File: config.mk
export PLATFORM = sky130hd
export DESIGN_NAME = mmu_dm_arbiter
export DESIGN_NICKNAME = d
export VERILOG_FILES = /design/src/rtl/mmu_arb_pkg.sv /design/src/rtl/mmu_dm_arbiter.sv
export SDC_FILE = /design/constraint.sdc
export NUM_CORES = 1
export LEC_CHECK = 0
export BUFFER_PORTS_ARGS = -buffer_cell sky130_fd_sc_hd__buf_2
export CORE_AREA = 10 10 113 115
export CTS_BUF_LIST = sky130_fd_sc_hd__clkbuf_16
export CTS_CLUSTER_SIZE = 40
export DETAILED_ROUTE_END_ITERATION = 12
export DIE_AREA = 0 0 123 125
export PLACE_DENSITY = 0.76
export REMOVE_ABC_BUFFERS = 1
export SLEW_MARGIN = 5
export SYNTH_ARGS = -nofsm -noshare
export SYNTH_HDL_FRONTEND = slang
export SYNTH_SLANG_ARGS = --single-unit
export TNS_END_PERCENT = 20
File: constraint.sdc
create_clock -name clk -period 2.3 [get_ports clk]
set_input_delay 0.69 -clock clk [delete_from_list [all_inputs] [get_ports clk]]
set_output_delay 0.69 -clock clk [all_outputs]
set_load 0.01 [all_outputs]
File: src/rtl/mmu_arb_pkg.sv
// Shared definitions for the MMU data-memory port arbiter.
package mmu_arb_pkg;

  localparam int unsigned ADDR_W = 32;
  localparam int unsigned DATA_W = 32;
  localparam int unsigned BE_W   = 4;

  // Bit positions inside the registered response-owner vector.
  localparam int unsigned OWN_CPU = 0;
  localparam int unsigned OWN_DMA = 1;

  typedef enum logic {
    ARB_NORMAL = 1'b0,
    ARB_BURST  = 1'b1
  } arb_state_e;

endpackage

File: src/rtl/mmu_dm_arbiter.sv
// Shares the single MMU data-memory port between the CPU MEM stage and a DMA/debug loader,
// with DMA starvation protection, locked DMA bursts and one-cycle response routing.
module mmu_dm_arbiter
  import mmu_arb_pkg::*;
#(
  parameter int unsigned       MAX_WAIT  = 4,
  parameter int unsigned       WAIT_W    = 3,
  parameter int unsigned       MAX_BURST = 8,
  parameter int unsigned       BURST_W   = 4,
  parameter logic [ADDR_W-1:0] IDLE_ADDR = 32'h0000_0000
) (
  input  logic              clk,
  input  logic              reset,
  input  logic              cpu_req,
  input  logic              cpu_we,
  input  logic [ADDR_W-1:0] cpu_addr,
  input  logic [DATA_W-1:0] cpu_di,
  input  logic [BE_W-1:0]   cpu_be,
  input  logic              cpu_signed,
  output logic              cpu_gnt,
  output logic              cpu_rvalid,
  output logic [DATA_W-1:0] cpu_do,
  input  logic              dma_req,
  input  logic              dma_we,
  input  logic [ADDR_W-1:0] dma_addr,
  input  logic [DATA_W-1:0] dma_di,
  input  logic [BE_W-1:0]   dma_be,
  input  logic              dma_signed,
  input  logic              dma_lock,
  output logic              dma_gnt,
  output logic              dma_rvalid,
  output logic [DATA_W-1:0] dma_do,
  output logic              dm_we,
  output logic [ADDR_W-1:0] dm_addr,
  output logic [DATA_W-1:0] dm_di,
  output logic [BE_W-1:0]   dm_be,
  output logic              is_signed,
  input  logic [DATA_W-1:0] dm_do
);

  arb_state_e         state, state_next;
  logic [WAIT_W-1:0]  wait_cnt, wait_next;
  logic [BURST_W-1:0] burst_cnt, burst_next;
  logic [1:0]         owner_p;
  logic               blocked_q;
  logic               grant_en;
  logic               starved;
  logic               normal_dma;
  logic               hold_burst;

  // No grants while in reset nor in the first cycle after it.
  assign grant_en = !(reset || blocked_q);
  assign starved  = (wait_cnt == WAIT_W'(MAX_WAIT));

  // Arbitration, burst tracking and starvation counter.
  always_comb begin
    cpu_gnt    = 1'b0;
    dma_gnt    = 1'b0;
    state_next = ARB_NORMAL;
    burst_next = '0;
    wait_next  = wait_cnt;
    normal_dma = dma_req && (!cpu_req || starved);
    hold_burst = (state == ARB_BURST) && dma_req && dma_lock &&
                 (burst_cnt != BURST_W'(MAX_BURST));

    if (grant_en) begin
      if (hold_burst) begin
        dma_gnt = 1'b1;
      end else begin
        dma_gnt = normal_dma;
        cpu_gnt = cpu_req && !normal_dma;
      end
    end

    // A burst exit cycle arbitrates normally and may immediately start a new burst.
    if (dma_gnt && dma_lock) begin
      state_next = ARB_BURST;
      burst_next = hold_burst ? burst_cnt + BURST_W'(1) : BURST_W'(1);
    end

    if (!dma_req || dma_gnt) begin
      wait_next = '0;
    end else if (!starved) begin
      wait_next = wait_cnt + WAIT_W'(1);
    end
  end

  // Drive the MMU from the granted requester, or a side-effect-free idle access.
  always_comb begin
    dm_we     = 1'b0;
    dm_addr   = IDLE_ADDR;
    dm_di     = '0;
    dm_be     = '1;
    is_signed = 1'b0;
    if (cpu_gnt) begin
      dm_we     = cpu_we;
      dm_addr   = cpu_addr;
      dm_di     = cpu_di;
      dm_be     = cpu_be;
      is_signed = cpu_signed;
    end else if (dma_gnt) begin
      dm_we     = dma_we;
      dm_addr   = dma_addr;
      dm_di     = dma_di;
      dm_be     = dma_be;
      is_signed = dma_signed;
    end
  end

  always_ff @(posedge clk) begin
    if (reset) begin
      state     <= ARB_NORMAL;
      wait_cnt  <= '0;
      burst_cnt <= '0;
      owner_p   <= '0;
      blocked_q <= 1'b1;
    end else begin
      state     <= state_next;
      wait_cnt  <= wait_next;
      burst_cnt <= burst_next;
      owner_p   <= {dma_gnt, cpu_gnt};
      blocked_q <= 1'b0;
    end
  end

  // A response in flight when reset arrives is dropped.
  assign cpu_rvalid = owner_p[OWN_CPU] && !reset;
  assign dma_rvalid = owner_p[OWN_DMA] && !reset;
  assign cpu_do     = cpu_rvalid ? dm_do : '0;
  assign dma_do     = dma_rvalid ? dm_do : '0;

endmodule

======== Yosys cells after proc, flatten, opt, wreduce, memory -nomap -nowiden ========
Cells that the tools add are included.
storage, ports and cells
  word-level logic and storage cells ...... 49
  flip-flop bits (word level) ............. 11
  output and inout port bits .............. 138
  input port bits ......................... 177
operators by class
  add/subtract/negate cells ............... 2
  muxes and demuxes ....................... 19
  bitwise operators ....................... 2
  equal/unequal tests ..................... 2
  reductions and logical operators ........ 18
operators with widths
  cell                                                           count
  32-bit 2-to-1 mux                                              6
  1-bit 2-to-1 mux                                               11
  1-bit logical AND                                              8
  4-bit 2-to-1 mux                                               2
  4-bit by 1-bit adder with 4-bit output, second input constant  1
  1-bit zero test                                                4
  4-bit inequality test, second input constant                   1
  2-bit OR reduction                                             2
  3-bit by 1-bit adder with 3-bit output, second input constant  1
  3-bit equality test, second input constant                     1
  1-bit logical OR                                               3
  3-bit OR reduction                                             1
  1-bit NOT                                                      2

======== Logic depth before layout (Yosys ltp) ========
Gate-level depths: netlist of run 1.
  depth in word-level cells ............... 8
  gate-level depth with buffers ........... 7
  gate-level depth less buffers ........... 5

======== Worst setup path after synthesis of run 1 ========
OpenSTA, ideal clock, no wires.
  path type ............................... input -> output
  start point ............................. input dma_lock
  end point ............................... output dm_addr[0]
  arrival ................................. 1.726 ns
  stages .................................. 5
  buffers on the path ..................... 2
  required time ........................... 1.610 ns
  slack ................................... -0.116 ns
  cell sequence ........................... and3_4 -> a22oi_2 -> buf_4 -> buf_6 -> mux2i_1
between the ends
  cells in the longest elaborated chain, start to end .. 6
  elaborated cells on any way between the ends .. 8
  those cells by class .................... 6 x mux; 2 x reduce/logical
ends and longest elaborated chain
  what                                RTL line               source
  start: declaration                  mmu_dm_arbiter.sv:29   input logic dma_lock,
  1-bit logical AND (*) (2 in a row)  mmu_dm_arbiter.sv:63   hold_burst = (state == ARB_BURST) && dma_req && dma_lock &&
  1-bit 2-to-1 mux                    mmu_dm_arbiter.sv:67   if (hold_burst) begin
  1-bit 2-to-1 mux                    mmu_dm_arbiter.sv:66   if (grant_en) begin
  32-bit 2-to-1 mux                   mmu_dm_arbiter.sv:101  end else if (dma_gnt) begin
  32-bit 2-to-1 mux (*)               mmu_dm_arbiter.sv:95   if (cpu_gnt) begin
  end: declaration                    mmu_dm_arbiter.sv:34   output logic [ADDR_W-1:0] dm_addr,
Mark *: on every way between the ends. The rest lies on a longest branch, timed or not.

======== Final worst setup path of run 1 ========
  start point ............................. input dma_lock
  end point ............................... output dm_be[0]
between the ends
  cells in the longest elaborated chain, start to end .. 6
  elaborated cells on any way between the ends .. 8
  those cells by class .................... 6 x mux; 2 x reduce/logical
ends and longest elaborated chain
  what                                RTL line               source
  1-bit logical AND (*) (2 in a row)  mmu_dm_arbiter.sv:63
  1-bit 2-to-1 mux                    mmu_dm_arbiter.sv:67
  1-bit 2-to-1 mux                    mmu_dm_arbiter.sv:66
  4-bit 2-to-1 mux                    mmu_dm_arbiter.sv:101
  4-bit 2-to-1 mux (*)                mmu_dm_arbiter.sv:95
  end: declaration                    mmu_dm_arbiter.sv:36   output logic [BE_W-1:0] dm_be,
Marked as above.

==> flow_summary_export.csv, run 1 <==
group,metric,value,unit
run_status,outcome,"complete, but fails checks",
run_status,violations,"negative setup slack",
synthesis,yosysTopAreaCellShare,0.290,
critical_path,worstSetupPathType,"primary input to output pin",
floorplanning,io_pins,315,
flow_run,cap_violations,0,
routing,vias,3821,
cts,cts_root_buffer,"clkbuf_16",
routing,avgRoutedWirePerCell,16.3,um
synthesis,ys_seq_elements,11,
timing,tightest_slew,467,ps
critical_path,required,1610,ps
floorplanning,rows,38,
global_routing,grt_pass1_wl,19900,um
placed_design,io_buffers,314,
global_routing,grt_pass1_vias,3931,
global_routing,track_usage,0.155,
timing,fin_skew,4.83,ps
layout,postLayoutCellArea,0.00470,sq mm
routing,drtIter0Drc,130,
synthesis,synth_top_family_by_area,"simple AND/OR/NAND/NOR gates",
synthesis,synth.avg_cell_area,6.69,sq um
critical_path,reg2reg_slack,630,ps
synthesis,synth_adder_area_share,0.0204,
placed_design,dp_slack,-391,ps
global_routing,grt_max_degree,55,
synthesis,yosysUniqueCellTypes,30,
synthesis,yosys-top-cells-area,"mux2i_1, and2_1, nand3_1, nand2_1, dfxtp_1",
critical_path,start_kind,"primary input",
synthesis,ys_warn_count,0,
cts,cts_buffers,3,
floorplanning,die_h,125,um
global_routing,grt.overflow.total,0,
synthesis,synthSimpleGateAreaFrac,0.470,
layout,fillers,1103,
timing,relSlewSlack,0.681,
synthesis,synthFlopType,"dfxtp_1",
critical_path,endpoint,"dm_be[0]",
synthesis,ys_seq_area_frac,0.0897,
routing,wirelength,13600,um
layout,multi_input_area,0.00207,sq mm
synthesis,synth_compound_area_frac,0.0311,
timing,maxSlewViolCount,0,
placed_design,postPlaceCellArea,0.00446,sq mm
synthesis,yosysTopAreaCell,"mux2i_1",
worst_hold_path,min_path_cells,3,
floorplanning,dieArea,0.0154,sq mm
synthesis,synth_area,0.00245,sq mm
global_routing,antenna_found_initial,0,
layout,seqCellArea,223,sq um
timing,period_minus_slack,2720,ps
power,power_leakage,2.86,nW
power,vdd_drop_max,201,uV
routing,vias_per_cell,4.58,
critical_path,endpoint_kind,"output pin",
cts,holdBufCountCts,0,
floorplanning,die_w,123,um
power,total_power,1.12,mW
critical_path,crit_path_start,"dma_lock",
synthesis,synth_mux_area_frac,0.290,
placed_design,hpwl,11700,um
layout,drive_above_1_share,0.548,
floorplanning,start_util,0.232,
cts,clkLatencyLatePin,240,ps
synthesis,synth_edf_count,0,
floorplanning,core,0.0106,sq mm
synthesis,syn_inst,367,
critical_path,timing.rr.start,"burst_cnt[0]",
layout,diodes,0,
cts,htreeDepth,1,
critical_path,path_max_fanout,12,
timing,fmax,0.368,GHz
placed_design,gp_congestion,0.882,
layout,final_util,0.443,
worst_hold_path,hold_class,"register to register",
critical_path,critPathArrivalTime,2030,ps
layout,final_nets,876,
synthesis,postSynth.asyncResetShare,0,
timing,finalSetupViolations,72,
layout,area_growth_syn_to_layout,91.5,%
power,p_per_area,237,mW/mm^2
synthesis,synth-xor-area-share,0.0107,
timing,rsz0062_at_grt,"yes",
critical_path,timing.rr.end,"wait_cnt[1]",
timing,layout_setup_ws,-417,ps
critical_path,reg2reg_depth,6,
cts,cts_buffer_depth,2,
routing,ant_nets,0,
cts,clock_sinks,11,
synthesis,yosysMostFrequentCell,"mux2i_1",
routing,drt_pre_antenna_iters,5,
cts,clk_pin_slew,50,ps
routing,drc,0,
timing,finalCritPeriodShare,1.18,
cts,cts_tree,"built",
synthesis,synth_common_cells,"mux2i_1, nand2_1, nand3_1, and2_1, clkbuf_1",
timing,hold_viol,0,
[metrics by stage]
stage                     setup TNS [ps]  hold slack, ps  cells
after floorplan                  -314510             521    329
after global placement            -19180             530    824
after detailed placement          -20390             536    824
after CTS                         -18860             542    830
after global routing              -29470             580    834
final                             -23490             542    834
[area by class of cell]
cell class | count | area share
timing repair buffer | 361 | 0.454
inverter | 5 | 0.00399
sequential | 11 | 0.0474
clock buffer | 3 | 0.0160
clock inverter | 1 | 0.000798
multi-input combinational | 313 | 0.441
tap | 140 | 0.0373
[layout by cell type (no fill, tap or decap), types with 2 or more instances in the layout]
cell       count
dfxtp_1        9
nand2_1       69
and2_4         2
buf_4         29
nor3b_1        4
and3_1         2
buf_8          2
buf_6          8
and2_1        62
nor2_1         8
a21oi_1        2
nor3_1         2
xnor2_1        2
nor2b_4        2
inv_1          5
buf_12        11
mux2i_1       69
dfxtp_2        2
buf_2        310
ha_1           3
nand3_1       69
a2111oi_0      2
mux2i_2        2
clkbuf_16      4
[state kept, by name, summed over array words and instances, names as in the netlist]
| register | cells |
|---|---|
| blocked_q | 1 |
| burst_cnt | 4 |
| owner_p | 2 |
| state | 1 |
| wait_cnt | 3 |
[logic make-up after synthesis]
group,count (synthesis)
xor+xnor,3
simple gates,226
buf+inv,43
flops,11
mux,71
fa+ha+maj,4
compound gates,9
[worst min path at each step]
stage | start | endpoint
floorplan | wait_cnt[1] | wait_cnt[1]
global placement | burst_cnt[0] | burst_cnt[0]
detailed placement | burst_cnt[0] | burst_cnt[0]
CTS | burst_cnt[0] | burst_cnt[0]
global route | burst_cnt[0] | burst_cnt[0]
finish | burst_cnt[0] | burst_cnt[0]
[worst max-delay path: stages]
cell and delay (ps):
buf_6 90, and3_4 170, a22oi_2 210, buf_4 150, buf_12 130, buf_12 150
mux2i_2 250, buf_2 180
[power by group]
part	total, mW	switching (mW)	internal [mW]
clock	0.322	0.0929	0.229
combinational	0.596	0.278	0.317
sequential	0.199	0.00247	0.196
[timing repair]
item / 4_1_cts / 5_1_grt
buffers inserted: 2 / 3
endpoints found under the setup margin: 108 / 102
gates resized for setup: 9 / 18
cloned: 0 / 1
pin swaps: 1 / 0
[metal layers]
| metal | GRT usage | wire length (um) |
|---|---|---|
| met1 | 0.159 | 4760 |
| met5 | 0 | 0 |
| met3 | 0.0621 | 1840 |
| met4 | 0.0254 | 125 |
| met2 | 0.290 | 6880 |
No activity file was read; power rests on OpenSTA's default activity.
==> run 2: changes to the inputs <==
Settings changed: CTS_BUF_LIST sky130_fd_sc_hd__clkbuf_16 to unset, GPL_ROUTABILITY_DRIVEN set to 0.
==> flow_summary_export.csv, run 2 (same netlist as run 1, synthesis figures left out) <==
group,metric,value,unit
critical_path,critPathArrivalTime,1960,ps
placed_design,dp_slack,-391,ps
layout,postLayoutCellArea,0.00459,sq mm
floorplanning,core,0.0106,sq mm
timing,finalCritPeriodShare,1.15,
power,power_switching,0.355,mW
floorplanning,dieArea,0.0154,sq mm
cts,clk_pin_slew,60,ps
cts,holdBufCountCts,0,
power,total_power,0.978,mW
timing,period_minus_slack,2650,ps
global_routing,grt.overflow.total,0,
power,p_per_area,213,mW/mm^2
critical_path,max_stage_delay,250,ps
layout,reg_top3,"burst_cnt x4, wait_cnt x3, owner_p x2",
power,sw_frac_of_total,0.363,
cts,clock_sinks,11,
worst_hold_path,min_from,"burst_cnt[0]",
critical_path,worstSetupPathType,"primary input to output pin",
timing,hold_viol,0,
global_routing,grt_pass1_vias,3937,
cts,cts_root_buffer,"clkbuf_8",
timing,hold_slack,542,ps
routing,vias_per_cell,4.57,
timing,rsz0062_at_grt,"yes",
cts,htreeDepth,1,
critical_path,path_cells,"buf_6 > and3_4 > a22oi_2 > buf_12 > buf_12 > mux2i_2 > buf_2",
critical_path,required,1610,ps
critical_path,endpoint_kind,"output pin",
cts,clkLatencyLatePin,240,ps
critical_path,path_buf_inv,4,
timing,maxSlewViolCount,0,
timing,fmax,0.378,GHz
cts,cts_buffers,3,
floorplanning,start_util,0.232,
routing,drtIter0Drc,126,
critical_path,crit_path_start,"dma_lock",
layout,final_util,0.433,
placed_design,io_buffers,314,
timing,relSlewSlack,0.692,
run_status,violations,"negative setup slack",
worst_hold_path,hold_class,"register to register",
power,p_int,0.622,mW
placed_design,hpwl,11700,um
run_status,outcome,"complete, but fails checks",
layout,drive_above_1_share,0.547,
layout,area_growth_syn_to_layout,87.2,%
floorplanning,io_pins,315,
global_routing,grt_max_degree,55,
critical_path,timing.rr.start,"burst_cnt[0]",
timing,layout_setup_ws,-345,ps
power,power_frac_comb,0.591,
routing,drt_pre_antenna_iters,5,
layout,final_common_cell,"buf_2",
global_routing,grt_pass1_wl,20000,um
global_routing,track_usage,0.156,
routing,avgRoutedWirePerCell,16.1,um
routing,wirelength,13400,um
floorplanning,die_h,125,um
routing,ant_nets,0,
cts,cts_tree,"built",
timing,fin_skew,4.32,ps
layout,final_nets,873,
power,clkPwrFrac,0.206,
critical_path,start_kind,"primary input",
global_routing,antenna_found_initial,0,
critical_path,cpLargestDelayFamily,"buffers and inverters",
power,seq_power_share,0.203,
critical_path,path_common_cell,"buf_12",
floorplanning,die_w,123,um
layout,final_cell_mix,"buf_2, nand2_1, nand3_1, mux2i_1, and2_1",
layout,diodes,0,
floorplanning,rows,38,
layout,largest_register_ffs,4,
routing,vias,3795,
layout,regMostFlops,"burst_cnt",
placed_design,postPlaceCellArea,0.00446,sq mm
power,vdd_drop_max,189,uV
power,power_leakage,2.81,nW
timing,finalSetupViolations,72,
routing,drc,0,
cts,cts_buffer_depth,2,
flow_run,cap_violations,0,
critical_path,crit_slowest_cell,"mux2i_2",
critical_path,path_max_fanout,16,
timing,tightest_slew,450,ps
[run 2: per-stage QoR]
step	std cells	TNS, ps
detailed placement	824	-20390
floorplan	329	-314510
global route	831	-24360
CTS	830	-18860
finish	831	-18380
global placement	824	-19180
[run 2: final cells by class]
type / count / area (sq um)
clock buffer: 4 / 45.0
inverter: 5 / 18.8
fill: 1109 / 6010
multi-input combinational: 313 / 2070
sequential: 11 / 223
timing repair buffer: 358 / 2060
tap: 140 / 175
[run 2: metal layers]
layer	share of wire	GRT usage	vias up
met5	0	0	-
met3	0.13	0.0644	12
met2	0.50	0.291	218
met1	0.35	0.159	1681
met4	0.012	0.0240	0
li1	-	-	1884
[run 2: power by group through the flow]
| stage | combinational (mW) | sequential (mW) | clock (mW) |
|---|---|---|---|
| 2_1_floorplan | 0.237 | 0.201 | 0 |
| 3_3_place_gp | 0.558 | 0.201 | 0 |
| 3_5_place_dp | 0.564 | 0.201 | 0 |
| 4_1_cts | 0.577 | 0.198 | 0.207 |
| 5_1_grt | 0.632 | 0.199 | 0.216 |
| 6_report | 0.578 | 0.198 | 0.202 |
[run 2: repair_timing]
action,4_1_cts,5_1_grt
endpoints found under the setup margin,108,102
resized for setup,12,7
setup buffers,2,1
pin swaps,1,0
[run 2: path summary, 6_finish.rpt]
kind	to	slack, ps	cells past startpoint
worst max register to register	wait_cnt[1]	650	6
worst min register to register	burst_cnt[0]	540	3
worst max-delay path	dm_be[0]	-350	7
worst min-delay path	burst_cnt[0]	540	3
[run 2: worst register-to-register path, delay by kind of cell, from the launching register on]
family | cells | cell delay (ps)
buf+inv | 2 | 220
compound gates | 2 | 680
fa+ha+maj | 1 | 190
flops | 1 | 310
simple gates | 1 | 90
